File: config.mk
export PLATFORM = sky130hd
export DESIGN_NAME = lc3_regfile_sb
export DESIGN_NICKNAME = d
export VERILOG_FILES = /design/src/rtl/lc3_regfile_sb.sv
export SDC_FILE = /design/constraint.sdc
export NUM_CORES = 1
export LEC_CHECK = 0
export CORE_ASPECT_RATIO = 0.7
export CORE_UTILIZATION = 30
export CTS_CLUSTER_DIAMETER = 30
export DETAILED_ROUTE_END_ITERATION = 8
export PLACE_DENSITY = 0.52
export SLEW_MARGIN = 10
export SYNTH_ARGS = -nofsm -noshare
export SYNTH_HDL_FRONTEND = slang
export SYNTH_SLANG_ARGS = --single-unit
File: constraint.sdc
create_clock -name clk -period 1.95 [get_ports clk]
set_input_delay 0.39 -clock clk [delete_from_list [all_inputs] [get_ports clk]]
set_output_delay 0.39 -clock clk [all_outputs]
set_load 0.03 [all_outputs]
File: src/rtl/lc3_regfile_sb.sv
// lc3_regfile_sb
// Register file for the pipelined LC-3 core. It holds NUM_REGS registers of
// DATA_W bits and provides the following:
//   - two combinational read ports, with optional same-cycle write forwarding
//   - one general write port
//   - a dedicated link-register write port for JSR/JSRR/TRAP
//   - an NZP condition-code register and branch-condition evaluation
//   - a per-register pending-write scoreboard that stalls reads of
//     registers still waiting on a long-latency (load) result
//
// Ports:
//   clk, rst_n             clock (posedge) and asynchronous active-low reset
//   rd_addr_a/b            read port addresses
//   rd_data_a/b            read port data
//   wr_en/wr_addr/wr_data  general write; wr_data is also the cc source
//   link_en/link_data      write of the return address into LINK_REG
//   cc_en                  load NZP from wr_data on this edge
//   nzp                    current condition codes {N,Z,P}
//   br_nzp/br_taken        branch mask from the instruction, and its result
//   sb_set/sb_addr         mark a register as having a pending write
//   stall_a/stall_b        the read source of port A/B is still pending
module lc3_regfile_sb #(
    parameter int DATA_W   = 16,
    parameter int NUM_REGS = 8,
    parameter int LINK_REG = 7,
    parameter bit BYPASS   = 1'b1,
    parameter int AW       = $clog2(NUM_REGS)
) (
    input  logic              clk,
    input  logic              rst_n,
    input  logic [AW-1:0]     rd_addr_a,
    input  logic [AW-1:0]     rd_addr_b,
    output logic [DATA_W-1:0] rd_data_a,
    output logic [DATA_W-1:0] rd_data_b,
    input  logic              wr_en,
    input  logic [AW-1:0]     wr_addr,
    input  logic [DATA_W-1:0] wr_data,
    input  logic              link_en,
    input  logic [DATA_W-1:0] link_data,
    input  logic              cc_en,
    output logic [2:0]        nzp,
    input  logic [2:0]        br_nzp,
    output logic              br_taken,
    input  logic              sb_set,
    input  logic [AW-1:0]     sb_addr,
    output logic              stall_a,
    output logic              stall_b
);

    localparam logic [AW-1:0] LINK_IDX = AW'(LINK_REG);

    logic [DATA_W-1:0] regs [NUM_REGS];
    logic [NUM_REGS-1:0] pending;

    logic a_valid, b_valid;
    logic a_link_hit, b_link_hit;
    logic a_wr_hit, b_wr_hit;

    // When NUM_REGS is not a power of two, some addresses have no register.
    function automatic logic in_range(input logic [AW-1:0] a);
        return 32'(a) < NUM_REGS;
    endfunction

    // Register array. The link write comes after the general write, so on a
    // collision at LINK_REG the return address is the value that lands.
    always_ff @(posedge clk or negedge rst_n) begin
        if (!rst_n) begin
            for (int i = 0; i < NUM_REGS; i++) begin
                regs[i] <= '0;
            end
        end else begin
            if (wr_en && in_range(wr_addr)) begin
                regs[wr_addr] <= wr_data;
            end
            if (link_en) begin
                regs[LINK_REG] <= link_data;
            end
        end
    end

    // Scoreboard. Any commit to a register clears its pending bit. A set in
    // the same edge is applied last, so it wins, because a newly issued load
    // supersedes the older result.
    always_ff @(posedge clk or negedge rst_n) begin
        if (!rst_n) begin
            pending <= '0;
        end else begin
            if (wr_en && in_range(wr_addr)) begin
                pending[wr_addr] <= 1'b0;
            end
            if (link_en) begin
                pending[LINK_REG] <= 1'b0;
            end
            if (sb_set && in_range(sb_addr)) begin
                pending[sb_addr] <= 1'b1;
            end
        end
    end

    // Condition codes. These are derived from wr_data whenever cc_en is set,
    // regardless of whether the write itself is enabled.
    always_ff @(posedge clk or negedge rst_n) begin
        if (!rst_n) begin
            nzp <= 3'b010;
        end else if (cc_en) begin
            nzp[2] <= wr_data[DATA_W-1];
            nzp[1] <= (wr_data == '0);
            nzp[0] <= !wr_data[DATA_W-1] && (wr_data != '0);
        end
    end

    // Forwarding hit detection. The link port has priority over the general
    // write port, which matches the commit order of the array.
    always_comb begin
        a_valid    = in_range(rd_addr_a);
        b_valid    = in_range(rd_addr_b);
        a_link_hit = BYPASS && link_en && (rd_addr_a == LINK_IDX);
        b_link_hit = BYPASS && link_en && (rd_addr_b == LINK_IDX);
        a_wr_hit   = BYPASS && wr_en && (wr_addr == rd_addr_a);
        b_wr_hit   = BYPASS && wr_en && (wr_addr == rd_addr_b);
    end

    always_comb begin
        rd_data_a = '0;
        if (a_valid) begin
            if (a_link_hit) begin
                rd_data_a = link_data;
            end else if (a_wr_hit) begin
                rd_data_a = wr_data;
            end else begin
                rd_data_a = regs[rd_addr_a];
            end
        end
    end

    always_comb begin
        rd_data_b = '0;
        if (b_valid) begin
            if (b_link_hit) begin
                rd_data_b = link_data;
            end else if (b_wr_hit) begin
                rd_data_b = wr_data;
            end else begin
                rd_data_b = regs[rd_addr_b];
            end
        end
    end

    // A forwarded write satisfies the pending read in the same cycle, so the
    // stall is released. sb_set deliberately has no path into the stall
    // outputs.
    always_comb begin
        stall_a = 1'b0;
        stall_b = 1'b0;
        if (a_valid) begin
            stall_a = pending[rd_addr_a] && !(a_link_hit || a_wr_hit);
        end
        if (b_valid) begin
            stall_b = pending[rd_addr_b] && !(b_link_hit || b_wr_hit);
        end
    end

    assign br_taken = |(br_nzp & nzp);

endmodule

; Word-level counts from Yosys, hierarchy flattened
; Index checks and enable logic that the tools add are counted.
[word_totals]
reg_bits = 139
latch_bits = 0
ram_bits = 0
rom_bits = 0
in_bits = 53
out_inout_bits = 38
elab_cells = 76
memories = 0
[classes]
addsub = 0
n_mul = 0
div = 0
n_lt_le_gt_ge = 10
eq_ne = 4
n_shift = 0
mux = 26
bitwise = 7
reduce_logical = 19
[op_table]
columns = cell, n
row1 = $mux W16, 11
row2 = $bwmux W128, 1
row3 = $bmux W16 S3, 2
row4 = $demux W16 S3, 1
row5 = $logic_not A16 Y1, 1
row6 = $lt A3 B4 Y1 const B, 4
row7 = $mux W8, 2
row8 = $reduce_bool A16 Y1, 1
row9 = $ge A4 B4 Y1 const B, 3
row10 = $not A3 Y4, 3
row11 = $logic_and A1 B1 Y1, 10
row12 = $and A8 B8 Y8, 1
row13 = $not A8 Y8, 1
row14 = $or A8 B8 Y8, 1
row15 = $bmux W1 S3, 2
row16 = $demux W1 S3, 2
row17 = $eq A3 B3 Y1, 2
row18 = $eq A3 B3 Y1 const B, 2
row19 = $ge A3 B1 Y1 const B, 2
row20 = $mux W1, 5
row21 = $lt A4 B1 Y1 const B, 1
row22 = $and A3 B3 Y3, 1
row23 = $logic_not A1 Y1, 3
row24 = $reduce_or A3 Y1, 1
row25 = 2 further kinds, 3

; Longest topological paths before layout
; Gate-level depths: netlist of the first run.
[depth]
depth_word = 10
ltp_mapped = 8
depth_no_buf = 4

; Worst setup path after synthesis of the first run
; OpenSTA, ideal clock, no wires.
[synth_timing]
path_kind = input-to-output
from = input port wr_addr[0]
to = output port rd_data_b[14]
arrival_time_ns = 2.187
required_time_ns = 1.560
path_slack_ns = -0.627
stages = 6
n_path_buf = 2
cell_sequence = buf_2 > xor2_1 > o41ai_4 > buf_6 > a211oi_1 > a221oi_1
[synth_between]
elab_chain_cells = 4
[synth_lines]
columns = element, line_no
row1 = "start, declared", 36  ; input logic [AW-1:0] wr_addr,
row2 = $eq A3 B3 Y1, 120  ; b_wr_hit = BYPASS && wr_en && (wr_addr == rd_addr_b);
row3 = $logic_and A1 B1 Y1, 120
row4 = $mux W16, 141  ; end else if (b_wr_hit) begin
row5 = $mux W16, 139  ; if (b_link_hit) begin
row6 = "end, declared", 34  ; output logic [DATA_W-1:0] rd_data_b,
; Every way passes these cells.

; Final worst setup path of the first run
[layout_timing]
from = register regs[53] in the netlist's numbering
to = output port rd_data_a[5]
[layout_between]
elab_chain_cells = 5
[layout_lines]
columns = element, line_no
row1 = "start, declared", 52  ; logic [DATA_W-1:0] regs [NUM_REGS];
row2 = "start signal, assigned by index", 73  ; regs[wr_addr] <= wr_data;
row3 = "start signal, assigned by index", 76  ; regs[LINK_REG] <= link_data;
row4 = $bmux W16 S3, 131  ; rd_data_a = regs[rd_addr_a];
row5 = $mux W16 (implied by the code) (2 in a row), 131
row6 = $mux W16, 128  ; end else if (a_wr_hit) begin
row7 = $mux W16, 126  ; if (a_link_hit) begin
row8 = "end, declared", 33  ; output logic [DATA_W-1:0] rd_data_a,
; Every way passes these cells. The select of a mux whose other input is x is not followed.

==> results.sh, run 1 <==
export IMPL_setup_tns_ns=-14.77
export IMPL_yosys_warnings=0
export IMPL_power_internal_mw=7.96
export IMPL_powerDensity_mw_per_mm2=919
export IMPL_final_setup_skew_ns=0
export IMPL_synth_top_area_cell="dfrtp_1"
export IMPL_gp_congestion=0.862
export IMPL_violations="setup timing"
export IMPL_dr_pass1_iters=5
export IMPL_cp_required_ns=1.56
export IMPL_syn_inst=614
export IMPL_switching_share_pct=31.7
export IMPL_setup_viol=35
export IMPL_root_buffer="clkbuf_16"
export IMPL_drtIter0Drc=485
export IMPL_die_h_um=143
export IMPL_wl_um=29300
export IMPL_num_rows=51
export IMPL_endpoint_kind="primary output"
export IMPL_via_per_inst=5.37
export IMPL_grt_pass1_wl_um=44400
export IMPL_async_flop_share_pct=100
export IMPL_reg2reg_depth=3
export IMPL_worst_hold_path_type="primary input to asynchronous set/reset pin"
export IMPL_ir_worst_vdd_mv=0.669
export IMPL_overflow=0
export IMPL_critPathMaxFanout=2
export IMPL_grt_pass1_vias=7128
export IMPL_seqPwrFrac_pct=33.5
export IMPL_ant_nets=0
export IMPL_ios=91
export IMPL_dp_hpwl_um=20000
export IMPL_r2r_start="regs[91]"
export IMPL_grt_total_usage_pct=20.9
export IMPL_combPwrFrac_pct=38.9
export IMPL_hold_violations=0
export IMPL_synth_edff_count=0
export IMPL_path_class="flip-flop to primary output"
export IMPL_clock_path_buffers=2
export IMPL_h_tree_depth=4
export IMPL_grt_max_degree=59
export IMPL_startpoint_type="flip-flop"
export IMPL_wl_per_cell_um=23.6
export IMPL_period_share_pct=136
export IMPL_avgSynthCellArea_um2=13.8
export IMPL_cp_arrival_ns=2.26
export IMPL_antenna_cells=0
export IMPL_pwr_share_clk_pct=27.7
export IMPL_antenna_found_initial=0
export IMPL_switchingPower_mw=3.70
export IMPL_start_util_pct=30.6
export IMPL_port_buffers=90
export IMPL_nets=909
export IMPL_final_cell_mix="dfrtp_1, buf_4, mux2_2"
export IMPL_drive_gt1_share_pct=63.3
export IMPL_r2r_end="regs[91]"
export IMPL_die_area_mm2=0.0290
export IMPL_cts_sinks=139
export IMPL_slew_viol_final=0
export IMPL_ys_types=44
export IMPL_outcome="finished, violations left"
export IMPL_rsz0062_at_grt="yes"
export IMPL_clk_latency_ns=0.43
export IMPL_max_cap_viol_count=0
export IMPL_ys_seq_area_share_pct=40.9
export IMPL_tritoncts="done"
export IMPL_cts_buffers=17
export IMPL_drc=0
export IMPL_fill_cells=2469
export IMPL_power_total_mw=11.7
export IMPL_min_period_ns=2.65
export IMPL_relSlewSlack_pct=56.2
export IMPL_max_freq_mhz=377
export IMPL_core_mm2=0.0278
export IMPL_synthToLayoutAreaGrowth_pct=49.2
export IMPL_synth_top_cell_area_share_pct=40.6
export IMPL_die_w_um=203
export IMPL_rrSetupSlack_ns=0.93
export IMPL_fin_ws_ns=-0.701
export IMPL_worstMarginPinSlew_ns=0.651
export IMPL_mostFrequentLayoutCell="dfrtp_1"
export IMPL_p_leak_nw=5.41
export IMPL_via_count=6663
export IMPL_syn_cell_area_mm2=0.00850
export IMPL_cts_clk_slew_worst_paths_ns=0.07
export IMPL_synth_seq_cells=139
export IMPL_synth_area_top_cells="dfrtp_1, mux2_2, mux4_2"
export IMPL_ys_flop_type="dfrtp_1"
export IMPL_syn_nets=667
## layer usage
| layer | part of all wire [%] | vias to the layer above | wire length [um] | global-route usage, % |
|---|---|---|---|---|
| li1 | - | 2837 | - | - |
| met1 | 45 | 3523 | 13100 | 28.4 |
| met2 | 47 | 242 | 13700 | 32.9 |
| met3 | 5.8 | 61 | 1680 | 4.02 |
| met4 | 2.9 | 0 | 848 | 8.43 |
| met5 | 0 | - | 0 | 0 |
## logic make-up (layout without fill, tap and decap cells)
| logic type | count (synthesis) | in the layout | synth area share (%) |
|---|---|---|---|
| AOI/OAI and AO/OA | 70 | 70 | 5.99 |
| muxes | 233 | 233 | 40.4 |
| DFF | 139 | 139 | 40.9 |
| xor gates and xnor gates | 6 | 6 | 0.618 |
| and+or+nand+nor | 97 | 97 | 5.97 |
| buffers and inverters | 69 | 324 | 6.09 |
## how the worst max path moves through the flow
| stage | from | endpoint | slack [ns] | depth (start not counted) |
|---|---|---|---|---|
| 6_report | regs[53] | rd_data_a[5] | -0.70 | 5 |
| 5_1_grt | regs[37] | rd_data_a[5] | -0.71 | 5 |
| 4_1_cts | regs[53] | rd_data_a[5] | -0.70 | 5 |
| 3_5_place_dp | wr_addr[0] | rd_data_b[1] | -0.93 | 7 |
| 3_3_place_gp | wr_addr[0] | rd_data_b[4] | -0.95 | 7 |
| 2_1_floorplan | rd_addr_a[0] | rd_data_a[14] | -0.45 | 6 |
## Yosys cell counts, types with 2 or more instances
| cell | instances |
|---|---|
| dfrtp_1 | 138 |
| mux2_2 | 127 |
| nand2_1 | 48 |
| mux4_2 | 43 |
| mux2i_1 | 38 |
| mux4_1 | 25 |
| o21ai_0 | 24 |
| clkbuf_1 | 17 |
| nor2_1 | 14 |
| a221o_1 | 13 |
| buf_2 | 13 |
| o21ai_1 | 10 |
| buf_6 | 9 |
| buf_4 | 8 |
| inv_1 | 8 |
| nor2b_1 | 8 |
| a211oi_1 | 7 |
| a31oi_1 | 6 |
| clkbuf_8 | 6 |
| and2_0 | 4 |
| nand2b_1 | 4 |
| nor4_1 | 4 |
| dlygate4sd1_1 | 3 |
| nand4_1 | 3 |
| nand4b_1 | 3 |
| xnor2_1 | 3 |
| xor2_1 | 3 |
| a222oi_1 | 2 |
| and4_1 | 2 |
| buf_12 | 2 |
| bufbuf_8 | 2 |
| nor3_2 | 2 |
| nor3b_2 | 2 |
| o22ai_1 | 2 |
| o32ai_1 | 2 |
## layout make-up
cell class | count | area (um2) | share of cell area, %
Inverter | 8 | 30.0 | 0.237
Timing Repair Buffer | 284 | 3030 | 23.9
Clock inverter | 15 | 159 | 1.25
Multi-Input combinational cell | 406 | 5100 | 40.2
Sequential cell | 139 | 3480 | 27.4
Clock buffer | 17 | 425 | 3.35
Tap cell | 371 | 464 | 3.66
## power groups by stage
stage	Sequential (mW)	Combinational [mW]	Clock [mW]
after CTS	3.88	4.46	3.28
after global routing	3.97	4.79	3.42
after global placement	3.87	3.84	0
final	3.90	4.53	3.23
after floorplan	3.77	2.42	0
after detailed placement	3.91	3.90	0
## critical path, stage by stage, from the launching register on
cell	delay, ns
dfrtp_1	0.40
mux4_2	0.50
mux2_4	0.29
and2_4	0.16
a221o_2	0.33
buf_12	0.15
## registers in the layout, indices dropped and copies added, names as in the netlist
register  cells
regs        128
pending       8
nzp           3
## per-stage QoR
step	hold WS (ns)	instance area, um2	std cells	worst slack (ns)	utilization [%]
detailed placement	0.349	11100	1154	-0.926	39.8
global placement	0.342	11100	1154	-0.950	39.8
CTS	0.437	12600	1230	-0.700	45.4
finish	0.431	12700	1240	-0.701	45.6
global route	0.452	12700	1240	-0.711	45.6
floorplan	0.0944	8930	614	-0.449	-
## what timing repair did
action | CTS | global route
hold buffers | 1 | 0
endpoints found under the setup margin | 36 | 35
hold endpoints to repair | 22 | 0
gates cloned | 6 | 0
pin swaps | 25 | 18
gates resized for setup | 181 | 34
setup buffers | 39 | 16
(Power assumes the default switching activity.)
==> inputs of run 2 (changes only) <==
--- a/config.mk
+++ b/config.mk
@@ -9,4 +9,5 @@
 export CORE_UTILIZATION = 30
 export CTS_CLUSTER_DIAMETER = 30
+export CTS_CLUSTER_SIZE = 20
 export DETAILED_ROUTE_END_ITERATION = 8
 export PLACE_DENSITY = 0.52
==> constraint.sdc (replaced) <==
create_clock -name clk -period 1.95 [get_ports clk]
set_input_delay 0.2925 -clock clk [delete_from_list [all_inputs] [get_ports clk]]
set_output_delay 0.2925 -clock clk [all_outputs]
set_load 0.03 [all_outputs]
==> run 2 against run 1 <==
- the flow still finishes with violations (setup timing)
- worst setup slack gained 0.18 ns
- via count shrank 3.2%
- register-to-register slack is essentially flat
- maximum frequency grew 7.4%
- first-iteration DRC count shrank 8.2%
- clock skew is the same
- die area is the same
- utilization shrank 0.68 points
- combinational power shrank 4.4%
- hold slack lost 0.054 ns
- cell area shrank 1.5%
- clock-buffer cell count is the same
==> results.sh, run 2 (synthesis results as in run 1) <==
export IMPL_max_freq_mhz=405
export IMPL_port_buffers=90
export IMPL_whs_ns=0.377
export IMPL_dp_cells=1120
export IMPL_grt_pass1_wl_um=43600
export IMPL_worst_hold_path_type="primary input to asynchronous set/reset pin"
export IMPL_mostFrequentLayoutCell="dfrtp_1"
export IMPL_via_count=6453
export IMPL_ant_nets=0
export IMPL_grt_max_degree=51
export IMPL_met2_length_um=13600
export IMPL_worst_path_max_delay_cell="mux4_2"
export IMPL_outcome="finished, violations left"
export IMPL_utilization_pct=44.9
export IMPL_num_rows=51
export IMPL_relSlewSlack_pct=63.8
export IMPL_rsz0062_at_grt="yes"
export IMPL_ir_worst_vdd_mv=0.648
export IMPL_r2r_end="regs[75]"
export IMPL_tritoncts="done"
export IMPL_cp_arrival_ns=2.18
export IMPL_power_total_mw=11.8
export IMPL_stdcell_count=1202
export IMPL_drive_gt1_share_pct=60.9
export IMPL_die_area_mm2=0.0290
export IMPL_dp_hpwl_um=18700
export IMPL_final_setup_skew_ns=0
export IMPL_drc=0
export IMPL_largest_reg_flops=128
export IMPL_endpoint_kind="primary output"
export IMPL_setup_tns_ns=-10.17
export IMPL_cts_sinks=139
export IMPL_cts_buffers=17
export IMPL_regMostFlops="regs"
export IMPL_ios=91
export IMPL_reg2reg_depth=3
export IMPL_setup_viol=34
export IMPL_worstMarginPinSlew_ns=0.543
export IMPL_grt_total_usage_pct=20.4
export IMPL_cts_clk_slew_worst_paths_ns=0.07
export IMPL_r2r_start="regs[75]"
export IMPL_top_layer="met4"
export IMPL_antenna_found_initial=0
export IMPL_routedLengthMet1_um=13200
export IMPL_synthToLayoutAreaGrowth_pct=47.0
export IMPL_p_leak_nw=5.30
export IMPL_via_per_inst=5.37
export IMPL_root_buffer="clkbuf_16"
export IMPL_core_mm2=0.0278
export IMPL_min_period_ns=2.47
export IMPL_slowest_delay_ns=0.49
export IMPL_max_cap_viol_count=0
export IMPL_grt_pass1_vias=6783
export IMPL_die_w_um=203
export IMPL_gp_congestion=0.829
export IMPL_h_tree_depth=4
export IMPL_period_share_pct=127
export IMPL_path_class="flip-flop to primary output"
export IMPL_overflow=0
export IMPL_start_util_pct=30.6
export IMPL_cp_required_ns=1.66
export IMPL_hold_violations=0
export IMPL_wl_um=28600
export IMPL_largestRegisters="regs: 128 flops, pending: 8 flops, nzp: 3 flops"
export IMPL_wl_met3_um=1380
export IMPL_slew_viol_final=0
export IMPL_wl_per_cell_um=23.8
export IMPL_clock_path_buffers=2
export IMPL_nets=871
export IMPL_die_h_um=143
export IMPL_fin_ws_ns=-0.518
export IMPL_antenna_cells=0
export IMPL_critPathMaxFanout=2
export IMPL_drtIter0Drc=445
export IMPL_powerDensity_mw_per_mm2=940
export IMPL_startpoint_type="flip-flop"
export IMPL_final_cell_mix="dfrtp_1, mux2_2, buf_4"
export IMPL_dr_pass1_iters=5
export IMPL_violations="setup timing"
export IMPL_rrSetupSlack_ns=0.94
export IMPL_clk_latency_ns=0.42
export IMPL_critical_path_cell_chain="mux4_2 -> mux2_4 -> and2_4 -> a221o_2 -> buf_6"
==> run 2: cell types whose count changed in the layout (fill, tap and decap cells not counted), sizes merged, moves of 2 or more <==
cell / change
buf: -43
clkdlybuf4s15: +4
clkinv: +4
inv: -5
bufinv: +3
clkinvlp: -2
==> run 2: where the power goes <==
group	internal, mW	switching [mW]	leakage, nW
clock network	2.14	1.35	0.299
registers	3.47	0.466	1.67
logic	2.56	1.77	3.33
total	8.17	3.59	5.30
==> run 2: metal layers <==
layer | up-vias | global-route usage (%)
met3 | 28 | 3.17
met1 | 3445 | 28.7
li1 | 2759 | -
met2 | 221 | 32.9
met5 | - | 0
met4 | 0 | 5.10
==> run 2: how the worst max path moves through the flow <==
| stage | start | end | slack [ns] | depth (start not counted) |
|---|---|---|---|---|
| finish | regs[5] | rd_data_a[5] | -0.52 | 5 |
| global placement | wr_addr[0] | rd_data_b[0] | -0.80 | 7 |
| global route | regs[54] | rd_data_a[6] | -0.55 | 5 |
| detailed placement | wr_addr[0] | rd_data_b[0] | -0.79 | 7 |
| CTS | regs[5] | rd_data_a[5] | -0.52 | 5 |
| floorplan | rd_addr_a[0] | rd_data_a[14] | -0.25 | 6 |
==> run 2: layout make-up <==
type | instances | area (um2)
clock inverter | 15 | 198
fill | 2466 | 15300
inverter | 8 | 30.0
sequential | 139 | 3480
tap | 371 | 464
timing repair buffer | 246 | 2880
multi-input combinational | 406 | 5020
clock buffer | 17 | 425
==> run 2: critical path, delay by kind of cell (launching register included) <==
kind / cells / cell delay, ns
AO/OA/AOI/OAI: 1 / 0.31
buffers and inverters: 1 / 0.14
flip-flops: 1 / 0.41
multiplexers: 2 / 0.77
AND/OR/NAND/NOR: 1 / 0.13
==> run 2: what timing repair did <==
item / 4_1_cts / 5_1_grt
endpoints found under the setup margin: 35 / 36
gates resized for setup: 181 / 18
hold buffers: 1 / 0
gates cloned: 7 / 0
buffers inserted: 34 / 13
pin swaps: 40 / 9
endpoints found under the hold margin: 45 / 0
==> run 2: through the flow <==
step / cell area [um2] / setup slack, ns
finish: 12500 / -0.518
global route: 12500 / -0.555
CTS: 12400 / -0.521
detailed placement: 10800 / -0.791
global placement: 10800 / -0.801
floorplan: 8750 / -0.254
